<file path="src/rtl/neighbor_table_writer_if.sv">
// Memory port of the neighbor table writer: byte address, write strobe and
// data in both directions, with read data returned one clock after the address.
interface neighbor_table_writer_if #(
  parameter int WORD_WIDTH = 16
);
  logic [WORD_WIDTH-1:0] address;
  logic                  wr_en;
  logic [WORD_WIDTH-1:0] mem_data_in;
  logic [WORD_WIDTH-1:0] mem_data_out;

  modport master (
    output address,
    output wr_en,
    output mem_data_in,
    input  mem_data_out
  );

  modport slave (
    input  address,
    input  wr_en,
    input  mem_data_in,
    output mem_data_out
  );
endinterface

</file>
<file path="src/rtl/neighbor_table_writer.sv">
// Writer of the shared neighbor table: finds the beacon sender among the stored
// IDs and refreshes its fields, or appends it and bumps neighborCount last.
module neighbor_table_writer #(
  parameter int                    WORD_WIDTH    = 16,
  parameter int                    MAX_NEIGHBORS = 64,
  parameter logic [WORD_WIDTH-1:0] NID_BASE      = 16'h0048,
  parameter logic [WORD_WIDTH-1:0] CID_BASE      = 16'h00C8,
  parameter logic [WORD_WIDTH-1:0] BAT_BASE      = 16'h0148,
  parameter logic [WORD_WIDTH-1:0] QV_BASE       = 16'h01C8,
  parameter logic [WORD_WIDTH-1:0] CNT_ADDR      = 16'h068A
) (
  input  logic                               clock,
  input  logic                               nrst,
  // start/done level handshake: start is held high with the pkt fields stable;
  // done rises when the operation ends and stays high until start drops.
  input  logic                               start,
  input  logic [WORD_WIDTH-1:0]              pkt_nid,
  input  logic [WORD_WIDTH-1:0]              pkt_cid,
  input  logic [WORD_WIDTH-1:0]              pkt_bat,
  input  logic [WORD_WIDTH-1:0]              pkt_qv,
  neighbor_table_writer_if.master            mem,
  output logic [$clog2(MAX_NEIGHBORS)-1:0]   entry_index,
  output logic                               is_new,
  output logic                               table_full,
  output logic                               done,
  output logic [3:0]                         dbg_state
);
  localparam int IW = $clog2(MAX_NEIGHBORS);
  localparam int CW = IW + 1;
  localparam logic [CW-1:0] MAX_CNT = CW'(MAX_NEIGHBORS);

  typedef enum logic [3:0] {
    IDLE, RD_CNT, CAP_CNT, RD_ID, CMP_ID,
    WR_NID, WR_CID, WR_BAT, WR_QV, WR_CNT, DONE
  } state_t;

  state_t                state, state_n;
  logic [WORD_WIDTH-1:0] nid_q, cid_q, bat_q, qv_q;
  logic [CW-1:0]         cnt;
  logic [IW-1:0]         i, idx;
  logic                  is_new_q, full_q;

  logic [CW-1:0]         cnt_cap, i_next;
  logic                  id_match;
  logic [WORD_WIDTH-1:0] i_off, idx_off, cnt_inc;

  // A corrupted count above capacity is clamped so the scan stays in the table.
  assign cnt_cap  = (mem.mem_data_out > WORD_WIDTH'(MAX_NEIGHBORS)) ? MAX_CNT
                                                                     : mem.mem_data_out[CW-1:0];
  assign i_next   = {1'b0, i} + CW'(1);
  assign id_match = (mem.mem_data_out == nid_q);
  assign i_off    = WORD_WIDTH'({i, 1'b0});
  assign idx_off  = WORD_WIDTH'({idx, 1'b0});
  assign cnt_inc  = WORD_WIDTH'(cnt) + WORD_WIDTH'(1);

  always_ff @(posedge clock or negedge nrst) begin
    if (!nrst) begin
      state    <= IDLE;
      nid_q    <= '0;
      cid_q    <= '0;
      bat_q    <= '0;
      qv_q     <= '0;
      cnt      <= '0;
      i        <= '0;
      idx      <= '0;
      is_new_q <= 1'b0;
      full_q   <= 1'b0;
    end else begin
      state <= state_n;
      case (state)
        IDLE: if (start) begin
          nid_q <= pkt_nid;
          cid_q <= pkt_cid;
          bat_q <= pkt_bat;
          qv_q  <= pkt_qv;
        end
        CAP_CNT: begin
          cnt <= cnt_cap;
          i   <= '0;
          if (cnt_cap == '0) begin
            idx      <= '0;
            is_new_q <= 1'b1;
          end
        end
        CMP_ID: begin
          if (id_match) begin
            idx      <= i;
            is_new_q <= 1'b0;
          end else if (i_next < cnt) begin
            i <= i_next[IW-1:0];
          end else if (cnt < MAX_CNT) begin
            idx      <= cnt[IW-1:0];
            is_new_q <= 1'b1;
          end else begin
            full_q <= 1'b1;
          end
        end
        DONE: if (!start) begin
          is_new_q <= 1'b0;
          full_q   <= 1'b0;
        end
        default: ;
      endcase
    end
  end

  always_comb begin
    state_n         = state;
    mem.address     = '0;
    mem.wr_en       = 1'b0;
    mem.mem_data_in = '0;
    case (state)
      IDLE:    if (start) state_n = RD_CNT;
      RD_CNT: begin
        mem.address = CNT_ADDR;
        state_n     = CAP_CNT;
      end
      CAP_CNT: state_n = (cnt_cap == '0) ? WR_NID : RD_ID;
      RD_ID: begin
        mem.address = NID_BASE + i_off;
        state_n     = CMP_ID;
      end
      CMP_ID: begin
        if (id_match)            state_n = WR_CID;
        else if (i_next < cnt)   state_n = RD_ID;
        else if (cnt < MAX_CNT)  state_n = WR_NID;
        else                     state_n = DONE;
      end
      WR_NID: begin
        mem.address     = NID_BASE + idx_off;
        mem.wr_en       = 1'b1;
        mem.mem_data_in = nid_q;
        state_n         = WR_CID;
      end
      WR_CID: begin
        mem.address     = CID_BASE + idx_off;
        mem.wr_en       = 1'b1;
        mem.mem_data_in = cid_q;
        state_n         = WR_BAT;
      end
      WR_BAT: begin
        mem.address     = BAT_BASE + idx_off;
        mem.wr_en       = 1'b1;
        mem.mem_data_in = bat_q;
        state_n         = WR_QV;
      end
      WR_QV: begin
        mem.address     = QV_BASE + idx_off;
        mem.wr_en       = 1'b1;
        mem.mem_data_in = qv_q;
        state_n         = is_new_q ? WR_CNT : DONE;
      end
      // The count goes last so readers never see a half-written entry.
      WR_CNT: begin
        mem.address     = CNT_ADDR;
        mem.wr_en       = 1'b1;
        mem.mem_data_in = cnt_inc;
        state_n         = DONE;
      end
      DONE:    if (!start) state_n = IDLE;
      default: state_n = IDLE;
    endcase
  end

  assign entry_index = idx;
  assign is_new      = is_new_q;
  assign table_full  = full_q;
  assign done        = (state == DONE);
  assign dbg_state   = state;
endmodule

</file>
<file path="src/flat_wrapper.sv">
// flat-port wrapper written by rule: the top's interface ports become plain ports
module neighbor_table_writer_flat 
#(
  parameter int                    WORD_WIDTH    = 16,
  parameter int                    MAX_NEIGHBORS = 64,
  parameter logic [WORD_WIDTH-1:0] NID_BASE      = 16'h0048,
  parameter logic [WORD_WIDTH-1:0] CID_BASE      = 16'h00C8,
  parameter logic [WORD_WIDTH-1:0] BAT_BASE      = 16'h0148,
  parameter logic [WORD_WIDTH-1:0] QV_BASE       = 16'h01C8,
  parameter logic [WORD_WIDTH-1:0] CNT_ADDR      = 16'h068A
)
  (clock, nrst, start, pkt_nid, pkt_cid, pkt_bat, pkt_qv, entry_index, is_new, table_full, done, dbg_state, mem_address, mem_wr_en, mem_mem_data_in, mem_mem_data_out);
  neighbor_table_writer_if #(.WORD_WIDTH(WORD_WIDTH)) mem_i ();
  input  logic clock;
  input  logic nrst;
  input  logic start;
  input  logic [WORD_WIDTH-1:0] pkt_nid;
  input  logic [WORD_WIDTH-1:0] pkt_cid;
  input  logic [WORD_WIDTH-1:0] pkt_bat;
  input  logic [WORD_WIDTH-1:0] pkt_qv;
  output logic [$clog2(MAX_NEIGHBORS)-1:0] entry_index;
  output logic is_new;
  output logic table_full;
  output logic done;
  output logic [3:0] dbg_state;
  output wire logic [$bits(mem_i.address)-1:0] mem_address;
  output wire logic [$bits(mem_i.wr_en)-1:0] mem_wr_en;
  output wire logic [$bits(mem_i.mem_data_in)-1:0] mem_mem_data_in;
  input wire logic [$bits(mem_i.mem_data_out)-1:0] mem_mem_data_out;
  assign mem_address = mem_i.address;
  assign mem_wr_en = mem_i.wr_en;
  assign mem_mem_data_in = mem_i.mem_data_in;
  assign mem_i.mem_data_out = mem_mem_data_out;
  neighbor_table_writer #(.WORD_WIDTH(WORD_WIDTH), .MAX_NEIGHBORS(MAX_NEIGHBORS), .NID_BASE(NID_BASE), .CID_BASE(CID_BASE), .BAT_BASE(BAT_BASE), .QV_BASE(QV_BASE), .CNT_ADDR(CNT_ADDR)) u_core (.clock(clock), .nrst(nrst), .start(start), .pkt_nid(pkt_nid), .pkt_cid(pkt_cid), .pkt_bat(pkt_bat), .pkt_qv(pkt_qv), .mem(mem_i), .entry_index(entry_index), .is_new(is_new), .table_full(table_full), .done(done), .dbg_state(dbg_state));
endmodule
</file>
<file path="config.mk">
export PLATFORM = sky130hd
export DESIGN_NAME = neighbor_table_writer_flat
export DESIGN_NICKNAME = d
export VERILOG_FILES = /design/src/rtl/neighbor_table_writer_if.sv /design/src/rtl/neighbor_table_writer.sv /design/src/flat_wrapper.sv
export SDC_FILE = /design/constraint.sdc
export NUM_CORES = 1
export LEC_CHECK = 0
export BUFFER_PORTS_ARGS = -buffer_cell sky130_fd_sc_hd__buf_2
export CAP_MARGIN = 20
export CORE_MARGIN = 2
export CORE_UTILIZATION = 47
export CTS_CLUSTER_SIZE = 24
export DETAILED_ROUTE_END_ITERATION = 8
export HOLD_SLACK_MARGIN = 0.06
export MAX_ROUTING_LAYER = met4
export PLACE_DENSITY_LB_ADDON = 0.05
export SLEW_MARGIN = 25
export SYNTH_ARGS = -nofsm -noshare
export SYNTH_HDL_FRONTEND = slang
export SYNTH_SLANG_ARGS = --single-unit
</file>
<file path="constraint.sdc">
create_clock -name clock -period 2.7 [get_ports clock]
set_clock_uncertainty 0.2 [all_clocks]
set_input_delay 0.27 -clock clock [delete_from_list [all_inputs] [get_ports clock]]
set_output_delay 0.27 -clock clock [all_outputs]
set_load 0.01 [all_outputs]
</file>
== Yosys cells after proc, flatten, opt, wreduce, memory -nomap -nowiden ==
Cells that the tools add are included.

* Register bits: 89
* Output and inout bits: 46

* Add/sub/neg operators: 7
* Order comparisons: 3
* Eq/ne operators: 20
* Muxes and demuxes: 30
* Reduce and logical (&&, ||, !) cells: 13

{| class="wikitable"
|+ Operators with widths
! operator !! count
|-
| $pmux 16 s6 || 1
|-
| $pmux 16 s5 || 1
|-
| $pmux 4 s11 || 1
|-
| $mux 6 || 6
|-
| $pmux 6 s2 || 2
|-
| $add 9x7->10 const A || 2
|-
| $mux 4 || 5
|-
| $add 7x7->8 const A || 2
|-
| $eq 16x16->1 || 1
|-
| $eq 4x3->1 const B || 4
|-
| $gt 16x7->1 const B || 1
|-
| $eq 4x4->1 const B || 3
|-
| $ne 2x2->1 const B || 5
|-
| $reduce_and 5->1 || 2
|-
| $add 8x7->9 const A || 1
|-
| $mux 1 || 9
|-
| $add 7x1->8 const B || 1
|-
| $eq 4x2->1 const B || 2
|-
| $add 6x1->7 const B || 1
|-
| $logic_not 7->1 || 1
|-
| $lt 7x7->1 || 1
|-
| $lt 7x7->1 const B || 1
|-
| $mux 7 || 1
|-
| $reduce_or 5->1 || 1
|-
| other kinds (15) || 18
|}

== Depth between registers and ports, before layout ==
* Depth after elaboration: 5
* Depth in mapped cells: 12
* Gate-level depth less buffers: 10

== Worst setup path before layout ==
OpenSTA, ideal clock, no wires.

* Path kind: register to output
* Start: register u_core.state[2] (netlist: u_core.dbg_state[2])
* End: output port mem_address[5]
* Arrival: 2,336 ps
* Setup slack: -106 ps
* Stages on the path, launching flop included: 11
* Cell sequence: dfrtp_1 buf_2 and4bb_1 clkbuf_1 clkbuf_1 o21ai_0 ha_1 xnor2_1 a22o_1 a32oi_1 o21ai_1

* Word-level cells in the longest chain between the ends: 3
* Elaborated cells on any way between the ends: 9
* Classes of those cells: eq/ne: 7; mux: 1; reduce/logical: 1

{| class="wikitable"
|+ RTL lines
! what !! RTL line !! source
|-
| start, declared || neighbor_table_writer.sv:37 || <nowiki>state_t state, state_n;</nowiki>
|-
| start signal, assigned || neighbor_table_writer.sv:69 || <nowiki>state <= state_n;</nowiki>
|-
| $eq 4x1->1 or $eq 4x4->1 (tied branches) || neighbor_table_writer.sv:112 || <nowiki>case (state)</nowiki>
|-
| $reduce_or 2->1 (no line) || - ||
|-
| $pmux 16 s6 (*) || neighbor_table_writer.sv:112 ||
|-
| end, declared || flat_wrapper.sv:26 || <nowiki>output wire logic [$bits(mem_i.address)-1:0] mem_address;</nowiki>
|}

Mark *: on every way between the ends. The rest lies on a longest branch, timed or not.

== Worst setup path in the final report ==
* Start: register u_core.state[3] (netlist: u_core.dbg_state[3])
* End: output port mem_address[5]

Same word-level chain as after synthesis.

==> flow_summary_export.csv <==
group,metric,value,unit
die,fp.dieArea,0.0119,sq mm
sta,worst_slew_pin_slew,0.502,ns
global_route,grt_use_total,26.3,%
global_route,grt_pass1_wl,23600,um
die,die_h,109,um
sta,max_freq,0.362,GHz
yosys,netlist_top_cells_area,"dfrtp_1 (43%), mux2_2 (14%), xnor2_1 (4.2%), mux2i_1 (3.5%), o21ai_0 (3.3%)",
outcome,violations,"negative setup slack",
clocking,clkTransAtPathRegs,0.09,ns
global_route,grt_max_degree,65,
clocking,clock_latency,0.35,ns
clocking,htree_levels,3,
clocking,clock_path_buffers,2,
drt,drc,0,
cells_and_area,multi_input_area,0.00290,sq mm
drt,first_iter_violations,353,
drt,vias,4690,
yosys,synth_edf_count,0,
die,dieWidth,109,um
drt,vias_per_cell,5.54,
die,coreArea,0.0108,sq mm
drt,drt_first_pass_iters,4,
cells_and_area,layout.nets,794,
yosys,yosysTopAreaCell,"dfrtp_1",
die,initial_core_util,48.0,%
yosys,synth_top_flop_cell,"dfrtp_1",
cells_and_area,regArea,0.00223,sq mm
power,peakVddDrop,0.442,mV
die,pin_count,129,
cells_and_area,num_antenna_cells,0,
critical_path,criticalPathCategory,"flop to primary output",
sta,setup_viol,1,
sta,layout_setup_ws,-0.0589,ns
drt,wl,15000,um
yosys,yosysTopAreaCellShare,42.8,%
cells_and_area,drive_above_1_share,39.2,%
yosys,yosys.cell_types.count,57,
cells_and_area,n_fill_cell,876,
die,placementRows,38,
power,p_leak,3.22,nW
run,drv_cap,0,
critical_path,start_kind,"flop",
yosys,synth_cells,494,
critical_path,critical_path_required,2.23,ns
global_route,grt_pass1_vias,4747,
critical_path,critPathCaptureType,"primary output",
drt,routedWlPerCell,17.7,um
outcome,status,"finished, violations left",
sta,hold_viol,0,
clocking,cts_root_buffer,"clkbuf_8",
yosys,postSynth.asyncResetShare,100,%
critical_path,critPathMaxFanout,3,
critical_path,cp.arrival,2.29,ns
cells_and_area,final_core_util,66.5,%
sta,period_needed,2.76,ns
sta,max-slew-margin-rel,66.2,%
yosys,synth-seq-cells,89,
placed_design,io_buffers,122,
global_route,antenna_found_initial,0,
power,p_per_area,937,mW/mm^2
yosys,yosysSeqAreaShare,42.8,%
yosys,syn_avg_cell_area,10.5,sq um
cells_and_area,syn_to_final_growth,38.4,%
placed_design,place_worst_setup_slack,-0.0753,ns
placed_design,hpwl,10500,um
placed_design,gp_congestion,0.862,
sta,rsz0062_at_grt,"true",
sta,slew_viol_final,0,
drt,ant_nets,0,
yosys,syn_area,0.00521,sq mm
min_path,min_path_type,"input pin to flop",
clocking,cts_buffers,9,
clocking,cts.sinks,89,
sta,fin_setup_tns,-0.0589,ns
clocking,cts_tree,"done",
sta,finalCritPeriodShare,102,%
global_route,gr-total-overflow,0,
sta,whs,0.110,ns
yosys,ys_warn_count,0,
==> cells by family after synthesis <==
| family | after synthesis | synth area share [%] |
|---|---|---|
| and+or+nand+nor | 96 | 9.78 |
| adders and majority gates | 10 | 2.40 |
| other | 1 | 0.0720 |
| DFF | 89 | 42.8 |
| muxes | 84 | 17.7 |
| AOI/OAI and AO/OA | 128 | 17.3 |
| buffers and inverters | 55 | 4.71 |
| xor gates and xnor gates | 31 | 5.21 |
==> worst paths after layout <==
kind / startpoint / to / slack, ns / cells past startpoint
setup / recovery: u_core.dbg_state[3]$_DFFE_PN0P_ / mem_address[5] / -0.06 / 8
hold / removal: mem_mem_data_out[15] / u_core.cnt[6]$_DFFE_PN0P_ / 0.11 / 3
setup reg to reg: u_core.i[0]$_DFFE_PN0P_ / u_core.entry_index[4]$_DFFE_PN0P_ / 0.08 / 10
hold reg to reg: u_core.cid_q[5]$_DFFE_PN0P_ / u_core.cid_q[5]$_DFFE_PN0P_ / 0.31 / 1
max in group asynchronous: nrst / u_core.is_new$_DFFE_PN0P_ / 1.36 / 3
min in group asynchronous: nrst / u_core.cid_q[4]$_DFFE_PN0P_ / 0.21 / 2
==> routing by layer <==
metal | share of wire [%] | track usage, % | wire (um)
met1 | 42 | 32.9 | 6300
met3 | 6.0 | 4.66 | 899
met4 | 1.9 | 8.50 | 283
met5 | 0 | - | 0
met2 | 50 | 43.5 | 7470
==> repair_timing <==
item | CTS | global route
gates resized for setup | 8 | 28
hold endpoints to repair | 106 | 0
pin swaps | 3 | 6
hold buffers | 72 | 0
endpoints found under the setup margin | 27 | 38
buffers inserted | 0 | 1
==> where the power goes <==
| group | internal (mW) | switching (mW) |
|---|---|---|
| combinational | 1.70 | 1.75 |
| sequential | 1.91 | 0.421 |
| clock | 0.484 | 0.487 |
==> final cells by class <==
type,count,area share [%]
sequential,89,30.9
tap,140,2.43
multi-input combinational,355,40.3
clock buffer,11,2.10
timing repair buffer,229,22.5
clock inverter,5,0.885
inverter,17,0.885
==> synthesized netlist by cell type, drive strengths merged (2+ instances only) <==
master,n
a21oi,10
dfrtp,89
or4,4
clkbuf,18
o32a,2
a22oi,17
nand2,32
nor2,19
nor2b,5
a21o,3
a2bb2oi,3
a32oi,5
nand3,8
and2,2
inv,17
nor3,10
o31ai,3
mux2,66
nor4,4
o2bb2ai,3
a221oi,4
nand4,5
xor2,6
ha,10
a22o,10
a31oi,4
xnor2,25
a221o,7
mux2i,18
nand2b,3
a211o,2
o21a,3
o22ai,4
o21ai,40
buf,20
==> critical path, stage by stage, from the launching register on <==
cell and delay, ns:
dfrtp_1 0.38, and4bb_2 0.35, mux2_4 0.32, ha_4 0.17, xnor2_2 0.13, a22o_1 0.19, a32oi_1 0.17, o21ai_1 0.08
buf_2 0.14
==> layout by cell type, fill, tap and decap left out, drive strengths merged, types with 3 or more instances in the layout <==
cell type    count
a21o             3
o31ai            3
inv             17
mux2i           18
o21ai           40
dlygate4sd3     72
xor2             6
buf            157
nand2           32
mux2            66
nand2b           3
a221o            7
nand4            5
a221oi           4
clkbuf          11
a22oi           17
a22o            10
xnor2           25
nor4             4
a32oi            5
o21a             3
nor3            10
nand3            8
nor2            19
dfrtp           89
ha              10
a21oi           10
or4              4
conb             6
nor2b            5
o22ai            4
a2bb2oi          3
a31oi            4
o2bb2ai          3
clkinv           3
==> state kept, by name (all words and copies together), names as in the netlist <==
register,count
u_core.cnt,7
u_core.bat_q,16
u_core.dbg_state,4
u_core.i,6
u_core.qv_q,16
u_core.is_new,1
u_core.nid_q,16
u_core.table_full,1
u_core.cid_q,16
u_core.entry_index,6
==> metrics by stage <==
stage	power (mW)	cells	area [sq um]
finish	6.75	846	7210
global route	7.23	846	7210
CTS	6.62	845	7070
detailed placement	5.53	757	6120
global placement	5.45	757	6120
floorplan	4.47	499	5230
Power figures use the tool's default switching activity.
